--- config.mk ---
export PLATFORM = sky130hd
export DESIGN_NAME = counter_sched
export DESIGN_NICKNAME = d
export VERILOG_FILES = /design/src/rtl/counter_sched.sv
export SDC_FILE = /design/constraint.sdc
export NUM_CORES = 1
export LEC_CHECK = 0
export BUFFER_PORTS_ARGS = -buffer_cell sky130_fd_sc_hd__buf_2
export CAP_MARGIN = 25
export CORE_MARGIN = 2
export CORE_UTILIZATION = 53
export DETAILED_ROUTE_END_ITERATION = 6
export GPL_ROUTABILITY_DRIVEN = 0
export PLACE_DENSITY_LB_ADDON = 0.3
export SYNTH_ARGS = -nofsm -noshare
export SYNTH_HDL_FRONTEND = slang
export SYNTH_SLANG_ARGS = --single-unit
--- constraint.sdc ---
create_clock -name clk -period 2.4 [get_ports clk]
set_clock_uncertainty 0.05 [all_clocks]
set_input_delay 0.24 -clock clk [delete_from_list [all_inputs] [get_ports clk]]
set_output_delay 0.24 -clock clk [all_outputs]
set_load 0.01 [all_outputs]
--- src/rtl/counter_sched.sv ---
// Round-robin arbiter that serialises load/increment commands from two requesters
// onto one shared counter, refusing increments that would wrap past MAX_COUNT.
module counter_sched #(
    parameter int WIDTH     = 3,
    parameter int MAX_COUNT = 7
) (
    input  logic             clk,
    input  logic             rst,
    input  logic             req_a,
    input  logic             op_a,
    input  logic [WIDTH-1:0] data_a,
    input  logic             req_b,
    input  logic             op_b,
    input  logic [WIDTH-1:0] data_b,
    output logic             gnt_a,
    output logic             gnt_b,
    output logic             done,
    output logic             done_id,
    output logic             err,
    output logic             busy,
    output logic             ctr_ld,
    output logic             ctr_inc,
    output logic [WIDTH-1:0] ctr_data,
    input  logic [WIDTH-1:0] ctr_q,
    output logic [7:0]       reject_cnt
);

    localparam logic [WIDTH-1:0] MAX_Q = WIDTH'(MAX_COUNT);

    typedef enum logic [1:0] {
        S_IDLE  = 2'd0,
        S_ISSUE = 2'd1,
        S_DONE  = 2'd2
    } state_t;

    // Handshake: a requester holds req/op/data until it sees its one-cycle
    // gnt, drops req in the gnt cycle, and gets exactly one done pulse later.
    state_t r_state;
    logic   r_ptr;   // 0 = A has priority on a tie, 1 = B
    logic   r_win;   // requester currently being served
    logic   r_rej;   // current command is a refused increment

    logic             w_req_any;
    logic             w_pick_b;
    logic             w_op;
    logic [WIDTH-1:0] w_data;
    logic             w_at_max;

    assign w_req_any = req_a | req_b;
    assign w_pick_b  = req_b & (~req_a | r_ptr);
    assign w_op      = w_pick_b ? op_b : op_a;
    assign w_data    = w_pick_b ? data_b : data_a;
    assign w_at_max  = (ctr_q == MAX_Q);

    always_ff @(posedge clk) begin
        if (rst) begin
            r_state    <= S_IDLE;
            r_ptr      <= 1'b0;
            r_win      <= 1'b0;
            r_rej      <= 1'b0;
            gnt_a      <= 1'b0;
            gnt_b      <= 1'b0;
            done       <= 1'b0;
            done_id    <= 1'b0;
            err        <= 1'b0;
            busy       <= 1'b0;
            ctr_ld     <= 1'b0;
            ctr_inc    <= 1'b0;
            ctr_data   <= '0;
            reject_cnt <= 8'd0;
        end else begin
            case (r_state)
                S_IDLE: begin
                    if (w_req_any) begin
                        r_state  <= S_ISSUE;
                        r_win    <= w_pick_b;
                        r_rej    <= ~w_op & w_at_max;
                        gnt_a    <= ~w_pick_b;
                        gnt_b    <= w_pick_b;
                        ctr_ld   <= w_op;
                        // Increments are suppressed at MAX_COUNT so the counter never wraps.
                        ctr_inc  <= ~w_op & ~w_at_max;
                        ctr_data <= w_op ? w_data : '0;
                        busy     <= 1'b1;
                    end
                end
                S_ISSUE: begin
                    r_state  <= S_DONE;
                    gnt_a    <= 1'b0;
                    gnt_b    <= 1'b0;
                    ctr_ld   <= 1'b0;
                    ctr_inc  <= 1'b0;
                    ctr_data <= '0;
                    done     <= 1'b1;
                    done_id  <= r_win;
                    err      <= r_rej;
                    r_ptr    <= ~r_win;
                    if (r_rej && reject_cnt != 8'hFF) begin
                        reject_cnt <= reject_cnt + 8'd1;
                    end
                end
                S_DONE: begin
                    r_state <= S_IDLE;
                    done    <= 1'b0;
                    done_id <= 1'b0;
                    err     <= 1'b0;
                    busy    <= 1'b0;
                end
                default: begin
                    r_state <= S_IDLE;
                    busy    <= 1'b0;
                end
            endcase
        end
    end

endmodule

; After elaboration in Yosys (flattened, before gate mapping)
; Index checks and enable logic that the tools add are counted.
[totals]
regBits = 24
input_bits = 15
word_cells = 59
[classes]
addsub = 1
n_eq_ne = 5
mux = 20
n_bitwise = 11
n_reduce_logical = 8
[op_table]
columns = op, count
row1 = one-hot mux 1 bit (2 select lines), 8
row2 = 2-to-1 mux 3 bit, 3
row3 = adder 8 x 1 -> 8 bit (second input constant), 1
row4 = inequality test 8 bit (second input constant), 1
row5 = AND reduction 2 bit, 4
row6 = 2-to-1 mux 1 bit, 6
row7 = inverter 1 bit, 6
row8 = one-hot mux 3 bit (2 select lines), 1
row9 = one-hot mux 2 bit (2 select lines), 1
row10 = nonzero test 2 bit, 2
row11 = AND 1 bit, 3
row12 = == test 3 bit (second input constant), 1
row13 = == test 2 x 1 -> 1 bit (second input constant), 1
row14 = == test 2 bit (second input constant), 1
row15 = logical NOT 2 bit, 1
row16 = 2-to-1 mux 2 bit, 1
row17 = inequality test 2 bit (second input constant), 1
row18 = OR 1 bit, 2
row19 = logical AND 1 bit, 1

; Depth between registers and ports, before layout
[logic_depth]
word_depth = 8
ltp_mapped = 7
mapped_depth_nobuf = 6

; Least setup slack after synthesis
; OpenSTA, ideal clock, no wires.
[synth_path]
path_type = register to register
from = register r_state[1]
to = register ctr_data[0]
t_arrival_ns = 1.261
path_slack_ns = 0.972
path_stages_with_launch = 8
n_path_buf = 1
cell_sequence = dfxtp_1 > inv_1 > ha_1 > buf_2 > nor2_1 > a21o_1 > and2_4 > a22o_1
[synth_via]
elab_chain_cells = 3
[synth_rtl]
columns = element, line
row1 = "start, declared", 38  ; state_t r_state;
row2 = "start signal, assigned", 57  ; r_state <= S_IDLE;
row3 = "start signal, assigned", 75  ; r_state <= S_ISSUE;
row4 = "start signal, assigned", 88  ; r_state <= S_DONE;
row5 = == test 2 x 1 -> 1 bit / logical NOT 2 bit (equally long branches), 72  ; case (r_state)
row6 = nonzero test 2 bit (no line) / inequality test 2 bit (equally long branches), -
row7 = AND reduction 2 bit (no line), -
row8 = "end signal, assigned", 83  ; ctr_data <= w_op ? w_data : '0;
row9 = "end, declared", 23  ; output logic [WIDTH-1:0] ctr_data,
; Parallel ways exist; a longest one is shown, timed or not.
; A chain may end at the register's enable or synchronous reset.

; Final worst setup path
[layout_path]
from = register r_state[1]
to = register ctr_data[2]
; The elaborated chain is that of the path after synthesis.

==> impl_metrics.yaml <==
worst_setup_path:
  start_kind: "flip-flop"
  crit_type: "reg2reg"
  cp_num_buf_inv: 1
  crit_chain: "inv_1 > ha_1 > nor2_1 > a21o_1 > and2_4 > a22o_1"
  crit_family: "compound AO/OA/AOI/OAI gates"
  cp_max_fo: 8
  critPathSlowestCell: "dfxtp_1"
  cp.required_ns: 2.56
  end_kind: "flip-flop"
  critPathMaxStageDelay_ns: 0.35
  critPathArrivalTime_ns: 1.79
die:
  fp.dieW_um: 49.1
  die_area_sq_mm: 0.00241
  die_h_um: 49.1
  io_pins: 34
  coreArea_sq_mm: 0.00194
  rows: 16
  start_util_pct: 55.4
logic_synthesis:
  yosysTopAreaCell: "dfxtp_1"
  syn_area_per_cell_sq_um: 9.20
  synth_area_leaders: "dfxtp_1 45%, nor2_1 5.2%, a22o_1 4.9%"
  syn-instance-count: 117
  ys.flop_type: "dfxtp_1"
  synth_edf_count: 0
  syn_area_sq_mm: 0.00108
  yosys_warnings: 0
  syn-num-nets: 136
  yosysMostFrequentCell: "dfxtp_1"
  synth_async_sr_flop_share_pct: 0
  ys_types: 36
  synth.top_cells.by_count: "24 x dfxtp_1, 15 x nor2_1, 7 x a21oi_1, 7 x nand2_1"
  seq_area_frac_synth_pct: 44.7
  ys_ff_latch: 24
  yosys.area.top_type_share_pct: 44.7
route:
  vias: 983
  viasPerCell: 5.52
  avgRoutedWirePerCell_um: 13.0
  ant_nets: 0
  drc_errors: 0
  first_pass_iters: 4
  routed_wl_um: 2310
  drtIter0Drc: 33
sta:
  hold_slack_ns: 0.208
  slew_viol_final: 0
  finalSetupViolations: 0
  tightest_slew_ns: 0.361
  max_freq_mhz: 616
  fin_tns_setup_ns: 0
  finalHoldViolCount: 0
  min_period_ns: 1.62
  grt_setup_unrepaired: "false"
  max_slew_margin_pct: 75.9
  setup_ws_ns: 0.778
  min_period_over_period_pct: 67.6
grt:
  grt_pass1_vias: 919
  grt_max_degree: 21
  grtUsageTotal_pct: 20.9
  antenna_found_initial: 0
  overflow: 0
  grt_pass1_wl_um: 4040
cells_and_area:
  largest_reg_flops: 8
  largestRegisters: "reject_cnt: 8 flops, ctr_data: 3 flops, r_state: 2 flops"
  antenna_cells: 0
  drive_above_1_share_pct: 27.8
  syn_to_final_growth_pct: 22.2
  largest_register: "reject_cnt"
  finalNetCount: 171
clock_network:
  clockBufferDepth: 2
  tritoncts: "yes"
  insertion_delay_ns: 0.31
  post_cts_resized: 0
  postCtsSetupBuffers: 0
  ctsHoldBuffers: 0
  path_clk_slew_ns: 0.13
  cts-htree-levels: 1
  clock-sinks: 24
  cts-buffers-inserted: 3
  root_buffer: "clkbuf_4"
power:
  p_leak_nw: 0.602
  power_uw: 871
  ir_worst_vdd_mv: 0.502
  powerDensity_mw_per_mm2: 662
place:
  io_buffers: 33
  dpl.hpwl_um: 1640
  place_ws_ns: 0.821
run_status:
  outcome: "finished clean"
run:
  cap_violations: 0
min_path:
  hold_path.class: "in2reg"
[per-stage QoR]
step	utilization (%)	area (sq um)	std cells
after global placement	65.0	1260	174
after floorplan	-	1080	117
after CTS	67.7	1320	178
after global routing	67.7	1320	178
after detailed placement	65.0	1260	174
final	67.7	1320	178
[final timing paths]
path / startpoint / endpoint / slack, ns / cells after the start
max: r_state[1]$_SDFFE_PP0P_ / ctr_data[2]$_SDFFE_PP0P_ / 0.78 / 6
min: data_b[0] / ctr_data[0]$_SDFFE_PP0P_ / 0.21 / 3
max reg2reg: r_state[1]$_SDFFE_PP0P_ / ctr_data[2]$_SDFFE_PP0P_ / 0.78 / 6
min reg2reg: ctr_ld$_SDFFE_PP0P_ / ctr_ld$_SDFFE_PP0P_ / 0.42 / 2
[where the power goes]
group | internal (mW) | switching, mW | leakage [nW] | total [mW]
combinational | 0.0648 | 0.0824 | 0.379 | 0.147
sequential | 0.421 | 0.0138 | 0.195 | 0.435
clock | 0.169 | 0.120 | 0.0279 | 0.289
[final cells by class]
| type | count | area (sq um) |
|---|---|---|
| multi-input combinational | 85 | 564 |
| sequential | 24 | 480 |
| tap | 27 | 33.8 |
| clock inverter | 1 | 30.0 |
| inverter | 5 | 18.8 |
| fill | 175 | 627 |
| timing repair buffer | 33 | 165 |
| clock buffer | 3 | 22.5 |
[cell usage in the layout (no fill, tap or decap), types with 2 or more instances in the layout]
cell	n
buf_2	33
dfxtp_1	24
nor2_1	15
nand2_1	7
a21oi_1	7
a22o_1	6
nor3_1	6
inv_1	5
nand2b_1	4
nand3_1	4
mux2i_1	4
ha_1	4
o21ai_0	3
clkbuf_4	3
nand3b_1	2
a32o_1	2
a31oi_1	2
[cell families (layout without fill, tap and decap cells)]
family                   after synthesis  after routing  synth area share (%)
buffers and inverters                  8             42                  2.91
flip-flops                            24             24                  44.7
AND/OR/NAND/NOR                       46             46                  22.4
XOR/XNOR                               1              1                 0.814
multiplexers                           4              4                  3.72
AO/OA/AOI/OAI                         30             30                  20.8
adder cells (fa/ha/maj)                4              4                  4.65
[worst register-to-register path: stages, from the launching register on]
cell and delay [ns]:
dfxtp_1 0.35, inv_1 0.08, ha_1 0.31, nor2_1 0.11, a21o_1 0.22, and2_4 0.18, a22o_1 0.22
[per-layer routing]
metal / vias up / part of all wire, % / global-route usage, %
li1: 500 / - / -
met1: 447 / 48 / 28.0
met2: 30 / 46 / 34.7
met3: 6 / 4.4 / 3.07
met4: 0 / 1.6 / 6.67
met5: - / 0 / 0
Note: power is estimated with default switching activity, not from simulation.
